**src/rtl/apb_rr_arbiter_pkg.sv**
```systemverilog
`default_nettype none
// ============================================================================
//  Package     : apb_arb_pkg
//  Description : Shared state encoding and default widths for the APB
//                round-robin arbiter.
//  Revision    : 1.0  initial release
// ============================================================================
package apb_arb_pkg;

    localparam int STATE_W     = 2;
    localparam int DEF_NUM_REQ = 4;
    localparam int DEF_ADDR_W  = 32;
    localparam int DEF_DATA_W  = 32;
    localparam int DEF_TIMEOUT = 16;

    typedef enum logic [STATE_W-1:0] {
        IDLE   = 2'd0,
        SETUP  = 2'd1,
        ACCESS = 2'd2,
        DONE   = 2'd3
    } arb_state_t;

endpackage : apb_arb_pkg
`default_nettype wire

```
**src/rtl/rr_arbiter.sv**
```systemverilog
`default_nettype none
// ============================================================================
//  Module      : rr_arbiter
//  Description : Combinational round-robin pick. Searches ptr+1, ptr+2, ...
//                with wrap and reports the first requester found.
//  Revision    : 1.0  initial release
// ============================================================================
module rr_arbiter
    import apb_arb_pkg::*;
#(
    parameter int N  = DEF_NUM_REQ,
    parameter int IW = $clog2(N)
)(
    input  logic [N-1:0]  req,
    input  logic [IW-1:0] ptr,
    output logic [N-1:0]  gnt_onehot,
    output logic [IW-1:0] gnt_idx,
    output logic          any
);

    // One extra bit so ptr + N never overflows before the wrap subtraction.
    logic [IW:0] w_cand;

    always_comb begin
        gnt_onehot = '0;
        gnt_idx    = '0;
        any        = 1'b0;
        w_cand     = '0;
        for (int i = 1; i <= N; i++) begin
            w_cand = {1'b0, ptr} + (IW+1)'(i);
            if (w_cand >= (IW+1)'(N)) begin
                w_cand = w_cand - (IW+1)'(N);
            end
            if (!any && req[w_cand[IW-1:0]]) begin
                any                         = 1'b1;
                gnt_idx                     = w_cand[IW-1:0];
                gnt_onehot[w_cand[IW-1:0]]  = 1'b1;
            end
        end
    end

endmodule : rr_arbiter
`default_nettype wire

```
**src/rtl/apb_rr_arbiter.sv**
```systemverilog
`default_nettype none
// ============================================================================
//  Module      : apb_rr_arbiter
//  Description : Shares one APB master port between NUM_REQ requesters with
//                round-robin arbitration and a wait-state watchdog.
//  Revision    : 1.0  initial release
// ============================================================================
module apb_rr_arbiter
    import apb_arb_pkg::*;
#(
    parameter int NUM_REQ = DEF_NUM_REQ,
    parameter int ADDR_W  = DEF_ADDR_W,
    parameter int DATA_W  = DEF_DATA_W,
    parameter int TIMEOUT = DEF_TIMEOUT
)(
    input  logic                      pclk,
    input  logic                      preset,
    input  logic [NUM_REQ-1:0]        req_i,
    input  logic [NUM_REQ*ADDR_W-1:0] addr_i,
    input  logic [NUM_REQ-1:0]        write_i,
    input  logic [NUM_REQ*DATA_W-1:0] wdata_i,
    output logic [NUM_REQ-1:0]        gnt_o,
    output logic [NUM_REQ-1:0]        done_o,
    output logic                      err_o,
    output logic [DATA_W-1:0]         rdata_o,
    output logic                      psel_o,
    output logic                      penable_o,
    output logic [ADDR_W-1:0]         paddr_o,
    output logic                      pwrite_o,
    output logic [DATA_W-1:0]         pwdata_o,
    input  logic [DATA_W-1:0]         prdata_i,
    input  logic                      pready_i
);

    localparam int              IW       = $clog2(NUM_REQ);
    localparam int              CW       = $clog2(TIMEOUT + 1);
    localparam logic [IW-1:0]   PTR_RST  = IW'(NUM_REQ - 1);
    localparam logic [CW-1:0]   CNT_LAST = CW'(TIMEOUT - 1);

    arb_state_t          r_state;
    logic [IW-1:0]       r_ptr;
    logic [CW-1:0]       r_cnt;

    logic [NUM_REQ-1:0]  w_gnt;
    logic [IW-1:0]       w_idx;
    logic                w_any;
    logic [ADDR_W-1:0]   w_addr;
    logic                w_write;
    logic [DATA_W-1:0]   w_wdata;

    rr_arbiter #(
        .N  (NUM_REQ),
        .IW (IW)
    ) u_rr (
        .req        (req_i),
        .ptr        (r_ptr),
        .gnt_onehot (w_gnt),
        .gnt_idx    (w_idx),
        .any        (w_any)
    );

    // One-hot payload select; only the winner's slice reaches the APB outputs.
    always_comb begin
        w_addr  = '0;
        w_write = 1'b0;
        w_wdata = '0;
        for (int k = 0; k < NUM_REQ; k++) begin
            if (w_gnt[k]) begin
                w_addr  = addr_i[k*ADDR_W +: ADDR_W];
                w_write = write_i[k];
                w_wdata = wdata_i[k*DATA_W +: DATA_W];
            end
        end
    end

    // The APB output registers double as the payload latch for the transfer.
    always_ff @(posedge pclk or posedge preset) begin
        if (preset) begin
            r_state   <= IDLE;
            r_ptr     <= PTR_RST;
            r_cnt     <= '0;
            gnt_o     <= '0;
            done_o    <= '0;
            err_o     <= 1'b0;
            rdata_o   <= '0;
            psel_o    <= 1'b0;
            penable_o <= 1'b0;
            paddr_o   <= '0;
            pwrite_o  <= 1'b0;
            pwdata_o  <= '0;
        end else begin
            case (r_state)
                IDLE: begin
                    if (w_any) begin
                        r_state   <= SETUP;
                        r_ptr     <= w_idx;
                        r_cnt     <= '0;
                        gnt_o     <= w_gnt;
                        psel_o    <= 1'b1;
                        penable_o <= 1'b0;
                        paddr_o   <= w_addr;
                        pwrite_o  <= w_write;
                        pwdata_o  <= w_wdata;
                    end
                end
                SETUP: begin
                    r_state   <= ACCESS;
                    penable_o <= 1'b1;
                end
                ACCESS: begin
                    if (pready_i) begin
                        r_state   <= DONE;
                        psel_o    <= 1'b0;
                        penable_o <= 1'b0;
                        done_o    <= gnt_o;
                        err_o     <= 1'b0;
                        rdata_o   <= pwrite_o ? '0 : prdata_i;
                    end else if (r_cnt == CNT_LAST) begin
                        r_state   <= DONE;
                        psel_o    <= 1'b0;
                        penable_o <= 1'b0;
                        done_o    <= gnt_o;
                        err_o     <= 1'b1;
                        rdata_o   <= '0;
                    end else begin
                        r_cnt <= r_cnt + 1'b1;
                    end
                end
                DONE: begin
                    r_state  <= IDLE;
                    gnt_o    <= '0;
                    done_o   <= '0;
                    err_o    <= 1'b0;
                    rdata_o  <= '0;
                    paddr_o  <= '0;
                    pwrite_o <= 1'b0;
                    pwdata_o <= '0;
                end
                default: begin
                    r_state <= IDLE;
                end
            endcase
        end
    end

endmodule : apb_rr_arbiter
`default_nettype wire

```
**config.mk**
```make
export PLATFORM = sky130hd
export DESIGN_NAME = apb_rr_arbiter
export DESIGN_NICKNAME = d
export VERILOG_FILES = /design/src/rtl/apb_rr_arbiter_pkg.sv /design/src/rtl/rr_arbiter.sv /design/src/rtl/apb_rr_arbiter.sv
export SDC_FILE = /design/constraint.sdc
export NUM_CORES = 1
export LEC_CHECK = 0
export CAP_MARGIN = 10
export CORE_AREA = 4 4 155 157
export DETAILED_ROUTE_END_ITERATION = 8
export DIE_AREA = 0 0 159 161
export GPL_ROUTABILITY_DRIVEN = 0
export PLACE_DENSITY = 0.74
export SLEW_MARGIN = 30
export SYNTH_ARGS = -nofsm -noshare
export SYNTH_HDL_FRONTEND = slang
export SYNTH_SLANG_ARGS = --single-unit
```
**constraint.sdc**
```tcl
create_clock -name pclk -period 8 [get_ports pclk]
set_clock_uncertainty 0.05 [all_clocks]
set_input_delay 2.4 -clock pclk [delete_from_list [all_inputs] [get_ports pclk]]
set_output_delay 2.4 -clock pclk [all_outputs]
set_load 0.02 [all_outputs]
```
## Yosys cells after proc, flatten, opt, wreduce, memory -nomap -nowiden

Index checks and enable logic that the tools add are counted.
Widths: inputs -> output; s select.

- Register bits: 117
- Input bits: 299
- Output and inout port bits: 108
- Logic and storage cells: 142

- Add/sub/neg operators: 9
- $lt $le $gt $ge: 12
- Eq/ne operators: 8
- Muxes and demuxes: 76
- Bitwise logic cells: 3
- Reduce and logical (&&, ||, !) cells: 22

Operators with widths:

| cell | number |
|---|---|
| $mux 32 | 13 |
| $pmux 32 s2 | 3 |
| $mux 4 | 7 |
| $mux 1 | 23 |
| $mux 2 | 11 |
| $pmux 4 s2 | 2 |
| $mux 5 | 3 |
| $ge 3x3->1 const B | 4 |
| $lt 2x3->1 const B | 4 |
| $or 4x4->4 | 3 |
| $pmux 5 s2 | 1 |
| $bmux 1 s2 | 4 |
| $demux 1 s2 | 4 |
| $ge 2x1->1 const B | 4 |
| $pmux 2 s4 | 1 |
| $reduce_and 2->1 | 4 |
| $sub 2x1->2 const B | 4 |
| $logic_and 1x1->1 | 7 |
| $add 2x2->3 const B | 2 |
| $pmux 1 s2 | 3 |
| $reduce_and 3->1 | 2 |
| $reduce_bool 2->1 | 3 |
| $add 5x1->5 const B | 1 |
| $eq 5x4->1 const B | 1 |
| 12 further kinds | 16 |

## Logic depth before layout (Yosys ltp)

Gate-level depths: netlist of run 1.

- Word-level depth: 21
- Depth in mapped cells: 14
- Gate-level depth less buffers: 9

## Modules after synthesis

Synthesis of run 1 repeated with hierarchy kept, for this count alone.

- Cells, all modules: 850
- Area total of the unflattened synthesis: 6931.6 um^2

Modules (own cells, without submodules):

| module | instances | cells each | area each (um^2) | seq. area each (um^2) |
|---|---|---|---|---|
| apb_rr_arbiter | 1 | 782 | 6406.1 | 2930.3 |
| rr_arbiter | 1 | 68 | 525.5 | 0.0 |

## Worst setup path after synthesis of run 1

Ideal clock, no wire load.

- Path kind: input to register
- Start point: input port req_i[3]
- End point: register paddr_o[17]
- Setup time: 0.133 ns
- Arrival time: 4.221 ns
- Data required time: 7.817 ns
- Setup slack: 3.596 ns
- Cell stages on the path: 9
- Buffers on the path: 4
- Path through: clkbuf_1 mux4_2 nor4_4 nor3b_1 buf_2 buf_2 buf_1 nand4_1 nand4_1

- Longest elaborated chain between the ends: 18
- Elaborated cells on any way between the ends: 33
- Those cells by class: 1 x eq/ne; 22 x mux; 3 x bitwise; 7 x reduce/logical

RTL lines:

| element | RTL line | text |
|---|---|---|
| start: declaration | apb_rr_arbiter.sv:18 | `input logic [NUM_REQ-1:0] req_i,` |
| $bmux 1 s2 | rr_arbiter.sv:34 | `if (!any && req[w_cand[IW-1:0]]) begin` |
| $mux 1 (not written as such) | rr_arbiter.sv:34 |  |
| $mux 1 | rr_arbiter.sv:34 |  |
| $logic_not 1->1 | rr_arbiter.sv:34 |  |
| $logic_and 1x1->1 | rr_arbiter.sv:34 |  |
| $mux 1 | rr_arbiter.sv:34 |  |
| $logic_not 1->1 | rr_arbiter.sv:34 |  |
| $logic_and 1x1->1 | rr_arbiter.sv:34 |  |
| $mux 1 | rr_arbiter.sv:34 |  |
| $logic_not 1->1 | rr_arbiter.sv:34 |  |
| $logic_and 1x1->1 | rr_arbiter.sv:34 |  |
| $mux 4 | rr_arbiter.sv:34 |  |
| $mux 32 (4 in series) | apb_rr_arbiter.sv:68 | `if (w_gnt[k]) begin` |
| $mux 32 | apb_rr_arbiter.sv:94 | `if (w_any) begin` |
| $pmux 32 s2 | apb_rr_arbiter.sv:92 | `case (r_state)` |
| end signal: assignment | apb_rr_arbiter.sv:101 | `paddr_o <= w_addr;` |
| end: declaration | apb_rr_arbiter.sv:28 | `output logic [ADDR_W-1:0] paddr_o,` |

Parallel ways exist; a longest one is shown, timed or not. The select of a mux whose other input is x is not followed.
A chain may end at the register's enable or synchronous reset.

## Worst setup path after layout of run 1

- Start point: input port req_i[2]
- End point: register pwdata_o[14]

- Longest elaborated chain between the ends: 18
- Elaborated cells on any way between the ends: 33
- Those cells by class: 1 x eq/ne; 22 x mux; 3 x bitwise; 7 x reduce/logical

RTL lines:

| element | RTL line | text |
|---|---|---|
| $bmux 1 s2 | rr_arbiter.sv:34 |  |
| $mux 1 (not written as such) | rr_arbiter.sv:34 |  |
| $mux 1 | rr_arbiter.sv:34 |  |
| $logic_not 1->1 | rr_arbiter.sv:34 |  |
| $logic_and 1x1->1 | rr_arbiter.sv:34 |  |
| $mux 1 | rr_arbiter.sv:34 |  |
| $logic_not 1->1 | rr_arbiter.sv:34 |  |
| $logic_and 1x1->1 | rr_arbiter.sv:34 |  |
| $mux 1 | rr_arbiter.sv:34 |  |
| $logic_not 1->1 | rr_arbiter.sv:34 |  |
| $logic_and 1x1->1 | rr_arbiter.sv:34 |  |
| $mux 4 | rr_arbiter.sv:34 |  |
| $mux 32 (4 in series) | apb_rr_arbiter.sv:68 |  |
| $mux 32 | apb_rr_arbiter.sv:94 |  |
| $pmux 32 s2 | apb_rr_arbiter.sv:92 |  |
| end signal: assignment | apb_rr_arbiter.sv:103 | `pwdata_o <= w_wdata;` |
| end: declaration | apb_rr_arbiter.sv:30 | `output logic [DATA_W-1:0] pwdata_o,` |

Parallel ways exist; a longest one is shown, timed or not. The select of a mux whose other input is x is not followed.

==> impl_metrics.py, run 1 <==
metrics = {
    "cts": {
        "cts_tree": "yes",
        "cts-buffers-inserted": 17,
        "cts_resized": 0,
        "cts-root-buf": "clkbuf_16",
        "post_cts_buffers": 0,
        "clk_latency_ps": 410,
        "htree_levels": 4,
        "clk_pin_slew_worst_paths_ps": 50,
        "hold_buffers": 0,
        "clock_path_buffers": 2,
        "cts.sinks": 117,
    },
    "pwr": {
        "clockPowerShare_pct": 12.9,
        "ir_drop_uv": 543,
        "comb_power_share_pct": 69.5,
        "swShare_pct": 55.5,
        "pwr-share-seq_pct": 17.6,
        "power_leakage_uw": 0.00487,
        "p_sw_uw": 3110,
        "power.internal_uw": 2500,
        "powerDensity_nw_per_um2": 432,
    },
    "synth": {
        "synthCells": 1016,
        "ys_seq_area_share_pct": 34.7,
        "synth_edf_count": 0,
        "synthFlopType": "dfrtp_1",
        "syn_avg_cell_area_um2": 8.31,
        "synth-seq-cells": 117,
        "yosys_warnings": 0,
        "synth_area_um2": 8440,
        "ys_types": 51,
        "ys_async_sr_fraction_pct": 100,
        "syn-num-nets": 1329,
    },
    "critical_path": {
        "start_kind": "input pin",
        "worstPathCellList": "clkdlybuf4s50_1 > mux4_2 > nor3_4 > nand3_2 > buf_4 > a221oi_1 > nand4_1 > nand4_1",
        "crit_path_frequent_cell": "nand4_1",
        "critPathMaxFanout": 35,
        "crit_required_ps": 8290,
        "r2r_slack_ps": 3420,
        "end_kind": "register",
        "max_stage_delay_ps": 760,
        "path_class": "in -> reg",
        "critical_path_arrival_ps": 5870,
        "crit_path_top_delay_cell": "mux4_2",
    },
    "cells_and_area": {
        "regArea_um2": 2930,
        "final_common_cell": "clkdlybuf4s50_1",
        "layout-drive-gt1-share_pct": 6.00,
        "fin_nets": 1634,
        "utilization_pct": 57.8,
        "layout_common_cells": "clkdlybuf4s50_1 (406), nand4_1 (261), dfrtp_1 (115)",
        "fillCellCount": 2021,
        "area_growth_pct": 54.0,
        "fin_cells": 1619,
        "fin_area_um2": 13000,
        "multi_input_area_um2": 4860,
    },
    "sta": {
        "drv_slew": 0,
        "tightestPinTransition_ps": 947,
        "fin_crit_sh_pct": 69.7,
        "hold_viol": 0,
        "finalSetupViolCount": 0,
        "max_freq_mhz": 179,
        "grt_setup_unrepaired": "no",
        "tns_ps": 0,
        "period_minus_slack_ps": 5570,
        "maxSlewHeadroom_pct": 36.6,
    },
    "detailed_routing": {
        "drtIter0Drc": 1176,
        "dr.pass1.iters": 6,
        "drcViolationCount": 0,
        "viasPerCell": 6.45,
        "post_drt_wl_per_cell_um": 23.6,
        "drtAntennaViolNets": 0,
        "routed_wl_um": 38200,
        "vias": 10400,
    },
    "run": {
        "cap_viol_max_count": 0,
    },
    "place": {
        "dp_cells": 1587,
        "dp_hpwl_um": 25700,
        "dpl_cell_area_um2": 12400,
        "portBuffers": 406,
    },
    "grt": {
        "grt_pass1_vias": 10000,
        "grt_pass1_wl_um": 58400,
        "grt_max_degree": 145,
        "gr-total-overflow": 0,
        "antenna_found_initial": 2,
        "gr-usage-all-layers_pct": 28.0,
    },
    "floorplanning": {
        "num_rows": 55,
        "die_area_um2": 25600,
        "start_util_pct": 37.5,
        "core-area_um2": 22500,
        "die_h_um": 161,
        "ios": 407,
        "fp.dieW_um": 159,
    },
    "status": {
        "status": "completed",
    },
    "worst_hold_path": {
        "hold_class": "reg -> reg",
    },
}
==> metal layers <==
metal / vias to the layer above / global-route usage (%) / share of wire, %
li1: 4672 / - / -
met1: 4998 / 35.3 / 39
met2: 667 / 46.2 / 48
met3: 97 / 7.02 / 9.2
met4: 2 / 11.7 / 3.9
met5: - / 0 / 0.034
==> cell type report <==
type	count	share of cell area [%]
clock buffers	22	3.57
well taps	285	2.74
inverters	12	0.366
diodes	1	0.0193
repair buffers	426	32.7
flip-flops and latches	117	22.5
clock inverters	9	0.616
multi-input cells	747	37.4
==> critical path, delay by kind of cell <==
kind | cells | cell delay, ps
AOI/OAI and AO/OA | 1 | 350
buffers and inverters | 2 | 1090
and+or+nand+nor | 4 | 1190
muxes | 1 | 760
==> through the flow <==
step	hold slack [ps]	setup slack, ps	power (uW)
floorplan	447	2450	3590
global placement	415	2110	4740
detailed placement	422	2080	4810
CTS	434	2500	5550
global route	457	2210	5910
finish	426	2430	5610
==> kinds of logic after synthesis <==
| family | share of synthesized area (%) |
|---|---|
| and+or+nand+nor | 28.6 |
| AOI/OAI and AO/OA | 23.1 |
| buffers and inverters | 8.67 |
| DFF | 34.7 |
| muxes | 2.56 |
| adders and majority gates | 2.08 |
| xor gates and xnor gates | 0.311 |
==> sequential cells by signal (all words and copies together) (netlist names) <==
register	flops
r_cnt	5
done_o	4
pwdata_o	32
rdata_o	32
err_o	1
gnt_o	4
r_ptr	2
penable_o	1
paddr_o	32
pwrite_o	1
r_state	2
psel_o	1
==> power groups by stage <==
stage          registers (uW)  logic (uW)  clock network [uW]
6_report                  986        3900                 723
5_1_grt                  1010        4140                 756
4_1_cts                   985        3830                 731
3_5_place_dp              989        3830                   0
3_3_place_gp              985        3760                   0
2_1_floorplan            1170        2420                   0
==> Yosys cell counts, types with 8 or more instances <==
| cell | count | area, um^2 |
|---|---|---|
| dfrtp_1 | 115 | 2880 |
| o21ai_0 | 87 | 435 |
| o21ai_1 | 23 | 115 |
| buf_1 | 9 | 33.8 |
| a221oi_1 | 65 | 569 |
| nand2_1 | 81 | 304 |
| buf_2 | 51 | 255 |
| nor2_1 | 74 | 278 |
| a21oi_1 | 8 | 40.0 |
| ha_1 | 14 | 175 |
| a32oi_1 | 65 | 569 |
| nand4_1 | 261 | 1630 |
| inv_1 | 10 | 37.5 |
| buf_6 | 12 | 135 |
| clkbuf_1 | 66 | 248 |
==> final timing paths <==
kind,from,endpoint,cells after the start
max in group asynchronous,preset,rdata_o[16],3
min,rdata_o[5],rdata_o[5],2
max,req_i[2],pwdata_o[14],8
max reg2reg,r_ptr[0],pwdata_o[14],9
min reg2reg,rdata_o[5],rdata_o[5],2
min in group asynchronous,preset,pwdata_o[26],2
No activity file was read; power rests on OpenSTA's default activity.
==> inputs of run 2 (changes only) <==
--- a/config.mk
+++ b/config.mk
@@ -6,11 +6,11 @@
 export NUM_CORES = 1
 export LEC_CHECK = 0
 export CAP_MARGIN = 10
-export CORE_AREA = 4 4 155 157
+export CORE_MARGIN = 4
+export CORE_UTILIZATION = 38
 export DETAILED_ROUTE_END_ITERATION = 8
-export DIE_AREA = 0 0 159 161
 export GPL_ROUTABILITY_DRIVEN = 0
-export PLACE_DENSITY = 0.74
+export PLACE_DENSITY = 0.79
 export SLEW_MARGIN = 30
 export SYNTH_ARGS = -nofsm -noshare
 export SYNTH_HDL_FRONTEND = slang
==> constraint.sdc (replaced) <==
create_clock -name pclk -period 5.05 [get_ports pclk]
set_clock_uncertainty 0.05 [all_clocks]
set_input_delay 1.515 -clock pclk [delete_from_list [all_inputs] [get_ports pclk]]
set_output_delay 1.515 -clock pclk [all_outputs]
set_load 0.02 [all_outputs]
==> run 2 against run 1 <==
Worst setup slack worse by 1500 ps; critical endpoint is now paddr_o[14]; sequential cell count is the same; register-to-register slack got worse by 2400 ps; total power up 61%; final cell count up 0.19%; sequential share of layout area is 0.23 points lower; non-clock buffer count increased by 6.
==> impl_metrics.py, run 2 (same netlist as run 1, synthesis figures left out) <==
metrics = {
    "status": {
        "status": "completed",
    },
    "cts": {
        "cts_tree": "yes",
        "hold_buffers": 0,
        "post_cts_buffers": 0,
        "clock_path_buffers": 2,
        "clk_latency_ps": 410,
        "cts-root-buf": "clkbuf_16",
        "cts_resized": 0,
        "htree_levels": 4,
        "clk_pin_slew_worst_paths_ps": 70,
        "cts.sinks": 117,
        "cts-buffers-inserted": 17,
    },
    "sta": {
        "maxSlewHeadroom_pct": 43.3,
        "tns_ps": 0,
        "fin_crit_sh_pct": 81.6,
        "max_freq_mhz": 243,
        "tightestPinTransition_ps": 850,
        "drv_slew": 0,
        "holdWs_ps": 432,
        "finalSetupViolCount": 0,
        "fin_ws_ps": 929,
        "period_minus_slack_ps": 4120,
        "hold_viol": 0,
        "grt_setup_unrepaired": "no",
    },
    "grt": {
        "gr-usage-all-layers_pct": 28.3,
        "grt_pass1_wl_um": 56000,
        "grt_max_degree": 149,
        "gr-total-overflow": 0,
        "antenna_found_initial": 4,
        "grt_pass1_vias": 10000,
    },
    "detailed_routing": {
        "post_drt_wl_per_cell_um": 22.9,
        "drtIter0Drc": 1094,
        "drcViolationCount": 0,
        "dr.pass1.iters": 6,
        "vias": 10600,
        "drtAntennaViolNets": 0,
        "routed_wl_um": 37200,
        "viasPerCell": 6.51,
    },
    "cells_and_area": {
        "area_growth_pct": 55.5,
        "reg_top3": "paddr_o: 32 flops, pwdata_o: 32 flops, rdata_o: 32 flops",
        "fillCellCount": 1925,
        "utilization_pct": 60.2,
        "layout_common_cells": "clkdlybuf4s50_1 (406), nand4_1 (261), dfrtp_1 (115)",
        "final_common_cell": "clkdlybuf4s50_1",
        "layout-drive-gt1-share_pct": 6.57,
        "fin_nets": 1640,
    },
    "floorplanning": {
        "core-area_um2": 21800,
        "ios": 407,
        "start_util_pct": 38.7,
        "die_h_um": 157,
        "num_rows": 54,
        "die_area_um2": 24700,
        "fp.dieW_um": 157,
    },
    "critical_path": {
        "end_kind": "register",
        "crit_path_top_delay_cell": "mux4_2",
        "crit_path_frequent_cell": "nand4_1",
        "critPathMaxFanout": 37,
        "crit_required_ps": 5350,
        "start_kind": "input pin",
        "critical_path_arrival_ps": 4420,
        "path_class": "in -> reg",
        "worstPathCellList": "clkdlybuf4s50_1 > mux4_2 > a21oi_1 > nand2_2 > buf_12 > a221oi_1 > nand4_1 > nand4_1",
        "max_stage_delay_ps": 660,
    },
    "place": {
        "dp_hpwl_um": 24900,
        "portBuffers": 406,
        "place_ws_ps": 525,
    },
    "pwr": {
        "powerDensity_nw_per_um2": 690,
        "power_leakage_uw": 0.00492,
        "ir_drop_uv": 988,
    },
    "run": {
        "cap_viol_max_count": 0,
    },
    "worst_hold_path": {
        "hold_class": "reg -> reg",
    },
}
==> run 2: path summary, 6_finish.rpt <==
path | start | end | slack [ps] | cells after the start
max | req_i[3] | paddr_o[14] | 930 | 8
min | rdata_o[6] | rdata_o[6] | 430 | 2
max reg2reg | r_ptr[0] | pwdata_o[15] | 1060 | 9
min reg2reg | rdata_o[6] | rdata_o[6] | 430 | 2
max in group asynchronous | preset | r_ptr[0] | 2590 | 3
min in group asynchronous | preset | rdata_o[9] | 1480 | 2
==> run 2: cell type report <==
| type | count | area, um^2 | share of cell area (%) |
|---|---|---|---|
| flip-flops and latches | 117 | 2930 | 22.3 |
| inverters | 12 | 47.5 | 0.362 |
| diodes | 2 | 5.00 | 0.0381 |
| multi-input cells | 747 | 4850 | 37.0 |
| clock buffers | 21 | 460 | 3.51 |
| well taps | 280 | 350 | 2.67 |
| repair buffers | 432 | 4380 | 33.4 |
| clock inverters | 11 | 101 | 0.772 |
==> run 2: power breakdown <==
| part | total [uW] | internal (uW) | switching, uW |
|---|---|---|---|
| Sequential | 1560 | 1310 | 255 |
| Combinational | 6310 | 2100 | 4210 |
| Clock | 1190 | 705 | 481 |
| Total | 9060 | 4110 | 4950 |
==> run 2: per-layer routing <==
metal | share of wire, % | global-route usage, %
met5 | 0.070 | 0
met4 | 4.6 | 13.4
met3 | 11 | 6.85
met2 | 48 | 46.5
met1 | 37 | 35.1
==> run 2: metrics by stage <==
stage / cells / total power [uW] / area [um^2]
detailed placement: 1588 / 7790 / 12600
global placement: 1587 / 7610 / 12500
finish: 1622 / 9060 / 13100
floorplan: 1016 / 5680 / 8440
CTS: 1620 / 8990 / 13100
global route: 1622 / 9540 / 13100
==> run 2: critical path: cells and delay by family <==
family          cells  cell delay, ps
mux                 1             660
simple gates        3             710
buf+inv             2             900
compound gates      2             600
